<file path="config.mk">
export PLATFORM = sky130hd
export DESIGN_NAME = cam_line_capture
export DESIGN_NICKNAME = d
export VERILOG_FILES = /design/src/rtl/cam_pkg.sv /design/src/rtl/cam_sync_edge.sv /design/src/rtl/cam_line_capture.sv
export SDC_FILE = /design/constraint.sdc
export NUM_CORES = 1
export LEC_CHECK = 0
export CORE_MARGIN = 3
export CORE_UTILIZATION = 45
export DETAILED_ROUTE_END_ITERATION = 12
export DONT_BUFFER_PORTS = 1
export HOLD_SLACK_MARGIN = 0.06
export SYNTH_ARGS = -nofsm -noshare
export SYNTH_HDL_FRONTEND = slang
export SYNTH_SLANG_ARGS = --single-unit
</file>
<file path="constraint.sdc">
create_clock -name clk -period 9.4 [get_ports clk]
set_input_delay 1.41 -clock clk [delete_from_list [all_inputs] [get_ports clk]]
set_output_delay 1.41 -clock clk [all_outputs]
set_load 0.05 [all_outputs]
</file>
<file path="src/rtl/cam_pkg.sv">
`default_nettype none
// ============================================================================
//  Package    : cam_pkg
//  Description: Shared state encodings and synchroniser depth for the
//               camera capture blocks.
//  Revision   : 1.0 - initial release
// ============================================================================
package cam_pkg;

    localparam int c_SYNC_DEPTH = 2;

    typedef logic [1:0] cam_state_t;

    localparam logic [1:0] c_ST_IDLE = 2'd0;
    localparam logic [1:0] c_ST_SKIP = 2'd1;
    localparam logic [1:0] c_ST_HOT  = 2'd2;
    localparam logic [1:0] c_ST_OMIT = 2'd3;

endpackage
`default_nettype wire

</file>
<file path="src/rtl/cam_sync_edge.sv">
`default_nettype none
// ============================================================================
//  Module     : cam_sync_edge
//  Description: Single-bit synchroniser with a trailing flop for registered
//               rise/fall detection; level output is aligned with the edges.
//  Revision   : 1.0 - initial release
// ============================================================================
module cam_sync_edge
    import cam_pkg::*;
(
    input  logic clk,
    input  logic rst,
    input  logic i_async,
    output logic o_level,
    output logic o_rise,
    output logic o_fall
);

    logic [c_SYNC_DEPTH:0] sync_q;
    logic [c_SYNC_DEPTH:0] sync_d;
    logic                  rise_q;
    logic                  rise_d;
    logic                  fall_q;
    logic                  fall_d;

    always_comb begin
        sync_d = {sync_q[c_SYNC_DEPTH-1:0], i_async};
        rise_d = sync_q[c_SYNC_DEPTH-1] & ~sync_q[c_SYNC_DEPTH];
        fall_d = ~sync_q[c_SYNC_DEPTH-1] & sync_q[c_SYNC_DEPTH];
    end

    always_ff @(posedge clk or posedge rst) begin
        if (rst) begin
            sync_q <= '0;
            rise_q <= 1'b0;
            fall_q <= 1'b0;
        end else begin
            sync_q <= sync_d;
            rise_q <= rise_d;
            fall_q <= fall_d;
        end
    end

    assign o_level = sync_q[c_SYNC_DEPTH];
    assign o_rise  = rise_q;
    assign o_fall  = fall_q;

endmodule
`default_nettype wire

</file>
<file path="src/rtl/cam_line_capture.sv">
`default_nettype none
// ============================================================================
//  Module     : cam_line_capture
//  Description: Camera bus capture front-end: synchronises the parallel bus,
//               packs bytes into pixels and writes a strided line window.
//  Revision   : 1.0 - initial release
// ============================================================================
module cam_line_capture
    import cam_pkg::*;
#(
    parameter int DATA_W        = 8,
    parameter int BYTES_PER_PIX = 2,
    parameter int H_ADDR_W      = 9,
    parameter int V_ADDR_W      = 8,
    parameter int TOP_SKIP      = 244,
    parameter int LINE_STRIDE   = 12,
    parameter int X_START       = 0,
    parameter int X_COUNT       = 320
) (
    input  logic                            clk,
    input  logic                            rst,
    input  logic                            enable,
    input  logic                            cam_pclk,
    input  logic                            cam_href,
    input  logic                            cam_vsync,
    input  logic [DATA_W-1:0]               cam_data,
    output logic                            wr_en,
    output logic [DATA_W*BYTES_PER_PIX-1:0] wr_data,
    output logic [H_ADDR_W-1:0]             wr_x,
    output logic [V_ADDR_W-1:0]             wr_line,
    output logic                            line_done,
    output logic                            frame_start,
    output logic                            short_line
);

    localparam int WORD_W  = DATA_W * BYTES_PER_PIX;
    localparam int PIX_W   = H_ADDR_W + 1;
    localparam int PH_W    = (BYTES_PER_PIX > 1) ? $clog2(BYTES_PER_PIX) : 1;
    localparam int CNT_MAX = (TOP_SKIP > LINE_STRIDE) ? TOP_SKIP : LINE_STRIDE;
    localparam int CNT_W   = $clog2(CNT_MAX + 2);

    localparam logic [PIX_W-1:0] c_X_LO     = PIX_W'(X_START);
    localparam logic [PIX_W-1:0] c_X_HI     = PIX_W'(X_START + X_COUNT);
    localparam logic [PIX_W-1:0] c_X_CNT    = PIX_W'(X_COUNT);
    localparam logic [PH_W-1:0]  c_LAST_PH  = PH_W'(BYTES_PER_PIX - 1);
    localparam logic [CNT_W-1:0] c_SKIP_N   = CNT_W'(TOP_SKIP);
    localparam logic [CNT_W-1:0] c_OMIT_N   = CNT_W'(LINE_STRIDE - 1);

    logic pclk_rise, pclk_lvl_unused, pclk_fall_unused;
    logic href_lvl, href_rise, href_fall;
    logic vsync_rise, vsync_fall, vsync_lvl_unused;

    cam_sync_edge u_sync_pclk (
        .clk(clk), .rst(rst), .i_async(cam_pclk),
        .o_level(pclk_lvl_unused), .o_rise(pclk_rise), .o_fall(pclk_fall_unused)
    );
    cam_sync_edge u_sync_href (
        .clk(clk), .rst(rst), .i_async(cam_href),
        .o_level(href_lvl), .o_rise(href_rise), .o_fall(href_fall)
    );
    cam_sync_edge u_sync_vsync (
        .clk(clk), .rst(rst), .i_async(cam_vsync),
        .o_level(vsync_lvl_unused), .o_rise(vsync_rise), .o_fall(vsync_fall)
    );

    logic [c_SYNC_DEPTH:0][DATA_W-1:0] data_pipe_q, data_pipe_d;
    logic [DATA_W-1:0]                 cam_byte;

    cam_state_t           state_q, state_d;
    logic [CNT_W-1:0]     line_cnt_q, line_cnt_d;
    logic [V_ADDR_W-1:0]  wr_line_q, wr_line_d;
    logic [PH_W-1:0]      phase_q, phase_d, ph_v;
    logic [PIX_W-1:0]     pix_q, pix_d, pix_v;
    logic [PIX_W-1:0]     wcnt_q, wcnt_d, wcnt_v;
    logic [WORD_W-1:0]    word_q, word_d;
    logic                 active_q, active_d;
    logic                 wr_en_q, wr_en_d;
    logic [WORD_W-1:0]    wr_data_q, wr_data_d;
    logic [H_ADDR_W-1:0]  wr_x_q, wr_x_d;
    logic                 line_done_q, line_done_d;
    logic                 frame_start_q, frame_start_d;
    logic                 short_line_q, short_line_d;

    // Data is delayed by the same depth as the control edges it is paired with.
    assign data_pipe_d = {data_pipe_q[c_SYNC_DEPTH-1:0], cam_data};
    assign cam_byte    = data_pipe_q[c_SYNC_DEPTH];

    always_comb begin
        state_d       = state_q;
        line_cnt_d    = line_cnt_q;
        wr_line_d     = wr_line_q;
        word_d        = word_q;
        active_d      = active_q;
        wr_en_d       = 1'b0;
        wr_data_d     = wr_data_q;
        wr_x_d        = wr_x_q;
        line_done_d   = 1'b0;
        frame_start_d = 1'b0;
        short_line_d  = 1'b0;
        ph_v          = phase_q;
        pix_v         = pix_q;
        wcnt_v        = wcnt_q;

        if (vsync_rise) begin
            state_d  = c_ST_IDLE;
            active_d = 1'b0;
        end else begin
            case (state_q)
                c_ST_IDLE: begin
                    if (vsync_fall && enable) begin
                        frame_start_d = 1'b1;
                        line_cnt_d    = '0;
                        wr_line_d     = '0;
                        active_d      = 1'b0;
                        state_d       = (TOP_SKIP == 0) ? c_ST_HOT : c_ST_SKIP;
                    end
                end
                c_ST_SKIP: begin
                    if (href_fall) begin
                        if (line_cnt_q + CNT_W'(1) == c_SKIP_N) begin
                            state_d    = c_ST_HOT;
                            line_cnt_d = '0;
                        end else begin
                            line_cnt_d = line_cnt_q + CNT_W'(1);
                        end
                    end
                end
                c_ST_HOT: begin
                    if (href_rise) begin
                        ph_v     = '0;
                        pix_v    = '0;
                        wcnt_v   = '0;
                        active_d = 1'b1;
                    end
                    // Only lines whose start was seen in HOT are packed.
                    if (pclk_rise && href_lvl && (active_q || href_rise)) begin
                        word_d = (word_q << DATA_W) | WORD_W'(cam_byte);
                        if (ph_v == c_LAST_PH) begin
                            ph_v = '0;
                            if (pix_v >= c_X_LO && pix_v < c_X_HI) begin
                                wr_en_d   = 1'b1;
                                wr_data_d = word_d;
                                wr_x_d    = H_ADDR_W'(pix_v - c_X_LO);
                                wcnt_v    = wcnt_v + PIX_W'(1);
                            end
                            if (pix_v != '1) begin
                                pix_v = pix_v + PIX_W'(1);
                            end
                        end else begin
                            ph_v = ph_v + PH_W'(1);
                        end
                    end
                    if (href_fall) begin
                        line_done_d  = 1'b1;
                        short_line_d = (wcnt_v < c_X_CNT);
                        active_d     = 1'b0;
                        if (wr_line_q == '1) begin
                            state_d = c_ST_IDLE;
                        end else begin
                            wr_line_d = wr_line_q + V_ADDR_W'(1);
                            if (LINE_STRIDE > 1) begin
                                state_d    = c_ST_OMIT;
                                line_cnt_d = '0;
                            end
                        end
                    end
                end
                default: begin
                    if (href_fall) begin
                        if (line_cnt_q + CNT_W'(1) == c_OMIT_N) begin
                            state_d    = c_ST_HOT;
                            line_cnt_d = '0;
                        end else begin
                            line_cnt_d = line_cnt_q + CNT_W'(1);
                        end
                    end
                end
            endcase
        end

        phase_d = ph_v;
        pix_d   = pix_v;
        wcnt_d  = wcnt_v;
    end

    always_ff @(posedge clk or posedge rst) begin
        if (rst) begin
            data_pipe_q   <= '0;
            state_q       <= c_ST_IDLE;
            line_cnt_q    <= '0;
            wr_line_q     <= '0;
            phase_q       <= '0;
            pix_q         <= '0;
            wcnt_q        <= '0;
            word_q        <= '0;
            active_q      <= 1'b0;
            wr_en_q       <= 1'b0;
            wr_data_q     <= '0;
            wr_x_q        <= '0;
            line_done_q   <= 1'b0;
            frame_start_q <= 1'b0;
            short_line_q  <= 1'b0;
        end else begin
            data_pipe_q   <= data_pipe_d;
            state_q       <= state_d;
            line_cnt_q    <= line_cnt_d;
            wr_line_q     <= wr_line_d;
            phase_q       <= phase_d;
            pix_q         <= pix_d;
            wcnt_q        <= wcnt_d;
            word_q        <= word_d;
            active_q      <= active_d;
            wr_en_q       <= wr_en_d;
            wr_data_q     <= wr_data_d;
            wr_x_q        <= wr_x_d;
            line_done_q   <= line_done_d;
            frame_start_q <= frame_start_d;
            short_line_q  <= short_line_d;
        end
    end

    assign wr_en       = wr_en_q;
    assign wr_data     = wr_data_q;
    assign wr_x        = wr_x_q;
    assign wr_line     = wr_line_q;
    assign line_done   = line_done_q;
    assign frame_start = frame_start_q;
    assign short_line  = short_line_q;

endmodule
`default_nettype wire

</file>
==> summary.md, run 1 <==
| Metric | Value |
|---|---|
| Post-DP HPWL | `5.888 mm` |
| Switching part of the total | `25.41%` |
| IR drop worst, VDD | `203.0 µV` |
| Number of buffers created by CTS | `17` |
| Wire length per cell | `14.99 µm` |
| Final setup skew | `0.007235 ns` |
| Port Buffers | `0` |
| Total clock sinks | `115` |
| Primary FF master, synth | `dfrtp_1` |
| Clock Pin Slew Worst Setup and Hold Paths | `0.06 ns` |
| CP startpoint kind | `flop` |
| Vias post-DR | `3292` |
| Max cap viols | `0` |
| H-tree levels | `4` |
| Vias/cell | `5.397` |
| Pleak | `0.002610 µW` |
| Mapped Cells | `458` |
| Hold WS | `0.3472 ns` |
| Seq pwr share | `43.8%` |
| Clock network fraction of total power | `51.4%` |
| Routability-driven placement congestion ratio | `0.8256` |
| Max Slew Vio Count | `0` |
| Slew HR | `28.87%` |
| Hold crit path type | `reg2reg` |
| CP endpoint kind | `flop` |
| Asr flop ratio synth | `100.0%` |
| Initial Utilization | `46.85%` |
| Router iterations before antenna repair | `4` |
| Post-synth top cells | `115 x dfrtp_1, 109 x nand2_1, 20 x nor2_1, 16 x o21ai_0, 14 x o21ai_1` |
| Setup violations, final | `0` |
| Number of synthesized flops with an enable pin | `0` |
| RSZ-0062 raised after global routing | `no` |
| Syn-to-layout area delta | `14.41%` |
| R2r endpoint | `wcnt_q[2]` |
| Clock Latency Late Sink | `0.52 ns` |
| Synth area leader | `dfrtp_1` |
| First-pass GRT wire length | `15.10 mm` |
| Largest net degree at the start of global routing | `65` |
| Internal Power | `952.8 µW` |
| Share of the synthesized area in the top cell type | `58.97%` |
| Rows | `37` |
| Syn Area/Cell | `10.65 µm²` |
| Switching power | `324.6 µW` |
| Ys Warns | `0` |
| RR Startpoint | `state_q[0]` |
| DIE HEIGHT | `110.1 µm` |
| Crit Path Category | `reg2reg` |
| Post-layout net count | `480` |
| ANT nets after route | `0` |
| Final Hold Viols | `0` |
| Setup bufs post-CTS | `0` |
| Gate power share | `4.8%` |
| Die Span X | `110.1 µm` |
| Ant. Diodes | `0` |
| Crit path max fanout | `28` |
| Routed WL | `9.141 mm` |
| Fin crit period | `3.010 ns` |
| R2r worst-path depth | `7` |
| Post-Syn Nets | `477` |
| Seq cells post-synth | `115` |
| Die area | `12130 µm²` |
| Status | `completed` |
| Global route overflow | `0` |
| CTS Buffer Depth | `2` |
| Synth top area cells | `dfrtp_1 59%, nand2_1 8.4%, o21ai_0 1.6%` |
| Residual DRC count | `0` |
| Count leader, synth | `dfrtp_1` |
| Worst Path Arrival | `3.41 ns` |
| Max Clk Rate | `332.3 MHz` |
| Layout cells sized above 1 | `10.55%` |
| Synth unique cells | `60` |
| Final Cycle Share | `32.02%` |
| Core area | `10420 µm²` |
| Setup crit end | `wcnt_q[2]` |
| PostCTS Resize Cnt | `0` |
| CP Launch Point | `state_q[0]` |
| I/O pin count | `51` |
| DR iter-0 viols | `164` |
| Sequential-to-total area share from yosys stat | `58.97%` |
| Layout Utilization | `53.60%` |
| PD cells | `228.8 nW/µm²` |
| Post-route setup TNS | `0 ns` |
| TritonCTS clock tree | `done` |
| Worst slew pin tran | `1.067 ns` |
| Root Buffer Master | `clkbuf_8` |
| R2R setup slack | `6.39 ns` |
| Vias in the first global route | `3118` |
| Worst path required time | `9.80 ns` |
| Initial antenna violation count | `0` |
| Total GRT Usage | `16.24%` |
| Hold buffers post-CTS | `0` |
| Area of the mapped netlist | `4880 µm²` |
-- cell families (layout without fill, tap and decap cells) --
| family | after synthesis | in the layout | synth area share (%) |
|---|---|---|---|
| multiplexers | 15 | 15 | 3.333 |
| AO/OA/AOI/OAI | 78 | 78 | 10.49 |
| buffers and inverters | 28 | 44 | 2.923 |
| XOR/XNOR | 9 | 9 | 1.615 |
| AND/OR/NAND/NOR | 208 | 208 | 21.38 |
| adder cells (fa/ha/maj) | 5 | 5 | 1.282 |
| flip-flops | 115 | 115 | 58.97 |
-- state kept, by name, summed over array words and instances, names as in the netlist, 2 cells and up --
name,count
u_sync_pclk.sync_q,3
wr_line,8
pix_q,10
cam_byte,8
wcnt_q,10
u_sync_href.sync_q,3
word_q,8
u_sync_vsync.sync_q,3
line_cnt_q,8
wr_data,16
wr_x,9
state_q,2
data_pipe_d,16
-- routing by layer --
metal,global-route usage [%],vias up,wire (µm)
met3,6.639,10,464
met5,0,-,0
met1,22.05,1599,4287
met2,23.61,63,4281
met4,5.541,0,108
li1,-,1620,-
-- worst max-delay path, cell delays in order, from the launching register on --
cell     delay [ns]
dfrtp_1        0.52
or3b_1         0.73
nor2_8         0.32
nand2_2        0.09
or2_1          0.61
inv_6          0.37
nand2_1        0.10
xor2_1         0.15
-- worst min-delay path by stage --
stage | endpoint | cells after the start | from | slack (ns)
after global routing | cam_byte[1] | 0 | data_pipe_d[17] | 0.35
after floorplan | cam_byte[0] | 0 | data_pipe_d[16] | 0.33
final | u_sync_pclk.sync_q[1] | 0 | u_sync_pclk.sync_q[0] | 0.35
after detailed placement | cam_byte[0] | 0 | data_pipe_d[16] | 0.33
after CTS | u_sync_pclk.sync_q[1] | 0 | u_sync_pclk.sync_q[0] | 0.35
after global placement | cam_byte[7] | 0 | data_pipe_d[23] | 0.33
-- metrics by stage --
step	cells	worst slack (ns)	area [µm²]	total power, µW
floorplan	458	4.946	4880	612.6
global placement	578	6.432	4976	628.5
detailed placement	578	6.371	4976	630.6
CTS	610	6.357	5583	1294
global route	610	6.172	5583	1331
finish	610	6.390	5583	1277
-- power groups by stage --
stage                     combinational, µW  sequential (µW)  clock (µW)
final                                  61.5              559         656
after global routing                   70.6              563         698
after CTS                              62.8              559         672
after detailed placement               62.4              568           0
after global placement                 61.0              567           0
after floorplan                        53.1              559           0
-- placed cells by master, fill, tap and decap left out, types with 4 or more instances in the layout --
cell / instances
a21oi_1: 6
a31oi_1: 8
and3_1: 5
clkbuf_16: 16
dfrtp_1: 115
ha_1: 5
inv_1: 7
inv_6: 8
mux2_1: 5
mux2_2: 5
mux2i_1: 5
nand2_1: 109
nand3_1: 12
nand4_1: 7
nor2_1: 20
nor2b_1: 12
nor3_1: 6
nor4_1: 5
o21a_1: 5
o21ai_0: 16
o21ai_1: 14
o31ai_1: 9
xnor2_1: 5
xor2_1: 4
-- cell type report --
cell class,count,area (µm²)
Clock buffer,17,414.1
Clock inverter,15,192.7
Fill cell,904,4833
Inverter,9,41.29
Multi-Input combinational cell,315,1864
Sequential cell,115,2878
Tap cell,136,170.2
Timing Repair Buffer,3,22.52
Power figures use the tool's default switching activity.
==> inputs of run 2 (changes only) <==
==> constraint.sdc (replaced) <==
create_clock -name clk -period 3 [get_ports clk]
set_input_delay 0.45 -clock clk [delete_from_list [all_inputs] [get_ports clk]]
set_output_delay 0.45 -clock clk [all_outputs]
set_load 0.05 [all_outputs]
==> summary.md, run 2 (same netlist as run 1, synthesis figures left out) <==
| Metric | Value |
|---|---|
| Core area | `10420 µm²` |
| Post-route setup TNS | `0 ns` |
| Slew HR | `41.50%` |
| PD cells | `699.5 nW/µm²` |
| Total clock sinks | `115` |
| Commonest non-fill, non-tap cell in the layout | `dfrtp_1` |
| R2r worst-path depth | `7` |
| Wire length per cell | `14.63 µm` |
| PostCTS Resize Cnt | `0` |
| IR drop worst, VDD | `637.8 µV` |
| Rows | `37` |
| Routability-driven placement congestion ratio | `0.7962` |
| Clock network fraction of total power | `51.2%` |
| Vias post-DR | `3377` |
| Post-route cell area | `5817 µm²` |
| RR Startpoint | `u_sync_href.o_rise` |
| CTS Buffer Depth | `2` |
| Clock Latency Late Sink | `0.52 ns` |
| Port Buffers | `0` |
| Placed instance area | `5082 µm²` |
| Worst Path Arrival | `3.05 ns` |
| Layout cells sized above 1 | `12.42%` |
| CP Launch Point | `u_sync_href.o_rise` |
| Worst slew pin tran | `0.8708 ns` |
| Post-layout net count | `505` |
| CP endpoint kind | `flop` |
| Max cap viols | `0` |
| CP startpoint kind | `flop` |
| I/O pin count | `51` |
| ANT nets after route | `0` |
| Switching part of the total | `25.10%` |
| Routed WL | `9.290 mm` |
| Setup bufs post-CTS | `0` |
| Global route overflow | `0` |
| Post-DP HPWL | `5.817 mm` |
| H-tree levels | `4` |
| Final Hold Viols | `0` |
| Commonest non-fill, non-tap cells in the layout | `115 x dfrtp_1, 109 x nand2_1, 20 x nor2_1` |
| First-pass GRT wire length | `15.63 mm` |
| Syn-to-layout area delta | `19.21%` |
| Setup crit end | `short_line` |
| DR iter-0 viols | `185` |
| Die area | `12130 µm²` |
| DIE HEIGHT | `110.1 µm` |
| R2r endpoint | `short_line` |
| Final setup skew | `0.008531 ns` |
| Pleak | `0.002732 µW` |
| Crit Path Category | `reg2reg` |
| Initial antenna violation count | `0` |
| Switching power | `1022 µW` |
| Ant. Diodes | `0` |
| Clock Pin Slew Worst Setup and Hold Paths | `0.06 ns` |
| Seq pwr share | `41.5%` |
| RSZ-0062 raised after global routing | `no` |
| Initial Utilization | `46.85%` |
| Status | `completed` |
| Max Slew Vio Count | `0` |
| Hold crit path type | `in2reg` |
| Number of buffers created by CTS | `17` |
| Worst path required time | `3.45 ns` |
| Setup violations, final | `0` |
| Vias in the first global route | `3203` |
| Gate power share | `7.3%` |
| Internal Power | `3048 µW` |
| Largest net degree at the start of global routing | `116` |
| R2R setup slack | `0.40 ns` |
| Residual DRC count | `0` |
| Max Clk Rate | `385.2 MHz` |
| TritonCTS clock tree | `done` |
| Vias/cell | `5.318` |
| Fin crit period | `2.596 ns` |
| Final Cycle Share | `86.54%` |
| Die Span X | `110.1 µm` |
| Hold buffers post-CTS | `12` |
| Router iterations before antenna repair | `4` |
| Crit path max fanout | `25` |
| Total GRT Usage | `16.97%` |
| Root Buffer Master | `clkbuf_8` |
==> run 2: final cells by class <==
class | instances | area, µm²
Tap cell | 136 | 170.2
Fill cell | 897 | 4599
Clock buffer | 18 | 427.9
Multi-Input combinational cell | 315 | 1859
Inverter | 9 | 42.54
Clock inverter | 14 | 186.4
Timing Repair Buffer | 28 | 252.7
Sequential cell | 115 | 2878
==> run 2: per-layer routing <==
metal	part of all wire, %	wire length [µm]	GRT usage, %	vias up
met4	1.7	158	8.179	0
met5	0	0	0	-
met2	46	4268	24.48	61
met3	5.2	487	6.115	12
li1	-	-	-	1658
met1	47	4375	22.73	1646
==> run 2: metrics by stage <==
stage          setup WS (ns)  hold slack, ns  cells  power [µW]  util, %
5_1_grt              0.07961          0.3140    635        4233    55.84
6_report              0.4039          0.3097    635        4069    55.84
2_1_floorplan         0.5233          0.3312    458        1920        -
3_5_place_dp          0.4031          0.3356    591        2005    48.79
3_3_place_gp          0.5494          0.3318    591        1998    48.79
4_1_cts               0.3842          0.2699    635        4130    55.84
==> run 2: worst min-delay path by stage <==
| stage | start | to | slack (ns) | depth (start not counted) |
|---|---|---|---|---|
| after global placement | data_pipe_d[19] | cam_byte[3] | 0.33 | 0 |
| after floorplan | data_pipe_d[16] | cam_byte[0] | 0.33 | 0 |
| final | enable | frame_start | 0.31 | 2 |
| after global routing | enable | frame_start | 0.31 | 2 |
| after CTS | enable | frame_start | 0.27 | 2 |
| after detailed placement | data_pipe_d[14] | data_pipe_d[22] | 0.34 | 0 |
==> run 2: critical path, cell delays in order (launching register included) <==
cell and delay (ns):
dfrtp_1 0.63, nor2b_1 0.25, ha_1 0.22, nand4b_1 0.21, nor4_4 0.39, mux2_1 0.37
nor4_1 0.30, o21a_1 0.16
==> run 2: power by group through the flow <==
stage	logic (µW)	clock network, µW	registers, µW
after floorplan	167	0	1750
after CTS	301	2140	1690
after global routing	331	2200	1700
after global placement	283	0	1710
after detailed placement	288	0	1720
final	295	2080	1690
==> inputs of run 3 (changes only) <==
--- a/config.mk
+++ b/config.mk
@@ -10,6 +10,8 @@
 export DETAILED_ROUTE_END_ITERATION = 12
 export DONT_BUFFER_PORTS = 1
 export HOLD_SLACK_MARGIN = 0.06
+export PLACE_DENSITY = 0.71
 export SYNTH_ARGS = -nofsm -noshare
 export SYNTH_HDL_FRONTEND = slang
+export SYNTH_HIERARCHICAL = 1
 export SYNTH_SLANG_ARGS = --single-unit
==> summary.md, run 3 <==
| Metric | Value |
|---|---|
| Post-DP HPWL | `6.395 mm` |
| Area of the mapped netlist | `4932 µm²` |
| Max cap viols | `0` |
| TritonCTS clock tree | `done` |
| Vias/cell | `5.410` |
| Min-Delay Path Depth | `2` |
| Core area | `10510 µm²` |
| Clock Latency Late Sink | `0.52 ns` |
| Slew HR | `50.55%` |
| Max Clk Rate | `388.6 MHz` |
| Final Hold Viols | `0` |
| Port Buffers | `0` |
| Worst path required time | `3.43 ns` |
| Global route overflow | `0` |
| Number of buffers created by CTS | `17` |
| Initial antenna violation count | `0` |
| ANT nets after route | `0` |
| Routability-driven placement congestion ratio | `0.8255` |
| Commonest non-fill, non-tap cell in the layout | `dfrtp_1` |
| Wire length per cell | `15.32 µm` |
| Rows | `37` |
| Vias post-DR | `3446` |
| Crit path max fanout | `13` |
| Root Buffer Master | `clkbuf_8` |
| Post-Syn Nets | `490` |
| Total GRT Usage | `17.24%` |
| Layout cells sized above 1 | `14.37%` |
| DIE HEIGHT | `110.7 µm` |
| Fin crit period | `2.573 ns` |
| Pleak | `0.002692 µW` |
| Crit Path Category | `reg2reg` |
| PD cells | `741.5 nW/µm²` |
| Clock Pin Slew Worst Setup and Hold Paths | `0.06 ns` |
| Setup violations, final | `0` |
| Pre-CTS worst setup slack | `0.4684 ns` |
| Post-layout net count | `511` |
| PostCTS Resize Cnt | `0` |
| CP endpoint kind | `flop` |
| Final worst slack | `0.4266 ns` |
| CP Cell Sequence | `inv_1 -> ha_1 -> or3b_1 -> a22oi_2 -> nand2_1 -> or2_4 -> nand2b_4 -> o31ai_2` |
| Final Cycle Share | `85.78%` |
| Syn-to-layout area delta | `18.82%` |
| Final setup skew | `0.008681 ns` |
| Status | `completed` |
| First-pass GRT wire length | `17.04 mm` |
| I/O pin count | `51` |
| Largest net degree at the start of global routing | `54` |
| CTS Buffer Depth | `2` |
| Hold crit path type | `in2reg` |
| Max incr delay on CP | `0.45 ns` |
| Die area | `12250 µm²` |
| Power after layout | `4345 µW` |
| R2r worst-path depth | `8` |
| IR drop worst, VDD | `453.0 µV` |
| RSZ-0062 raised after global routing | `no` |
| Worst slew pin tran | `0.7402 ns` |
| Total clock sinks | `115` |
| CP startpoint kind | `flop` |
| CP max-delay cell | `dfrtp_1` |
| Ys Warns | `6` |
| Syn Area/Cell | `10.56 µm²` |
| Die Span X | `110.7 µm` |
| Max Slew Vio Count | `0` |
| H-tree levels | `4` |
| Router iterations before antenna repair | `4` |
| Mapped Cells | `467` |
| Initial Utilization | `46.93%` |
| Ant. Diodes | `0` |
| Vias in the first global route | `3499` |
| Commonest non-fill, non-tap cells in the layout | `115 x dfrtp_1, 113 x nand2_1, 32 x o21ai_0` |
| Post-route setup TNS | `0 ns` |
| DR iter-0 viols | `229` |
| Setup bufs post-CTS | `0` |
| Residual DRC count | `0` |
| Routed WL | `9.756 mm` |
| Worst Path Arrival | `3.00 ns` |
## run 3: critical path: cells and delay by family, from the launching register on
| family | cells | cell delay [ns] |
|---|---|---|
| AOI/OAI and AO/OA | 2 | 0.37 |
| adders and majority gates | 1 | 0.37 |
| buffers and inverters | 1 | 0.10 |
| DFF | 1 | 0.45 |
| and+or+nand+nor | 4 | 1.20 |
## run 3: final timing paths
path | startpoint | endpoint | slack (ns)
hold reg to reg | data_pipe_d[13] | data_pipe_d[21] | 0.35
setup reg to reg | state_q[0] | line_cnt_q[4] | 0.43
min in group asynchronous | rst | u_sync_pclk/sync_q[0] | 0.37
max in group asynchronous | rst | wr_data[13] | 1.47
hold / removal | enable | frame_start | 0.22
setup / recovery | state_q[0] | line_cnt_q[4] | 0.43
## run 3: final cells by class
| cell class | count | area (µm²) |
|---|---|---|
| clock buffer | 17 | 414.1 |
| timing repair buffer | 21 | 200.2 |
| sequential | 115 | 2878 |
| multi-input combinational | 319 | 1917 |
| inverter | 14 | 56.30 |
| clock inverter | 15 | 225.2 |
| tap | 136 | 170.2 |
| fill | 872 | 4648 |
## run 3: metrics by stage
stage | hold WS [ns] | instances | cell area, µm² | utilization [%]
floorplan | 0.2161 | 467 | 4936 | -
global placement | 0.2295 | 593 | 5101 | 48.54
detailed placement | 0.2444 | 593 | 5101 | 48.54
CTS | 0.2003 | 637 | 5861 | 55.77
global route | 0.2137 | 637 | 5861 | 55.77
finish | 0.2167 | 637 | 5861 | 55.77
## run 3: what timing repair did
item                       CTS  global route
hold endpoints to repair    55             0
setup endpoints to repair    0             0
hold buffers                12             0
## run 3: layer usage
metal  up-vias  track usage [%]  share of wire [%]
met4         0            6.240                1.4
met3        16            6.605                5.5
met5         -                0                  0
met1      1690            22.36                 45
met2        85            26.46                 48
li1       1655                -                  -
## run 3: where the power goes
group	internal, µW	total (µW)	switching (µW)
sequential	1630	1730	102
clock	1440	2170	727
combinational	169	445	276
total	3240	4350	1100
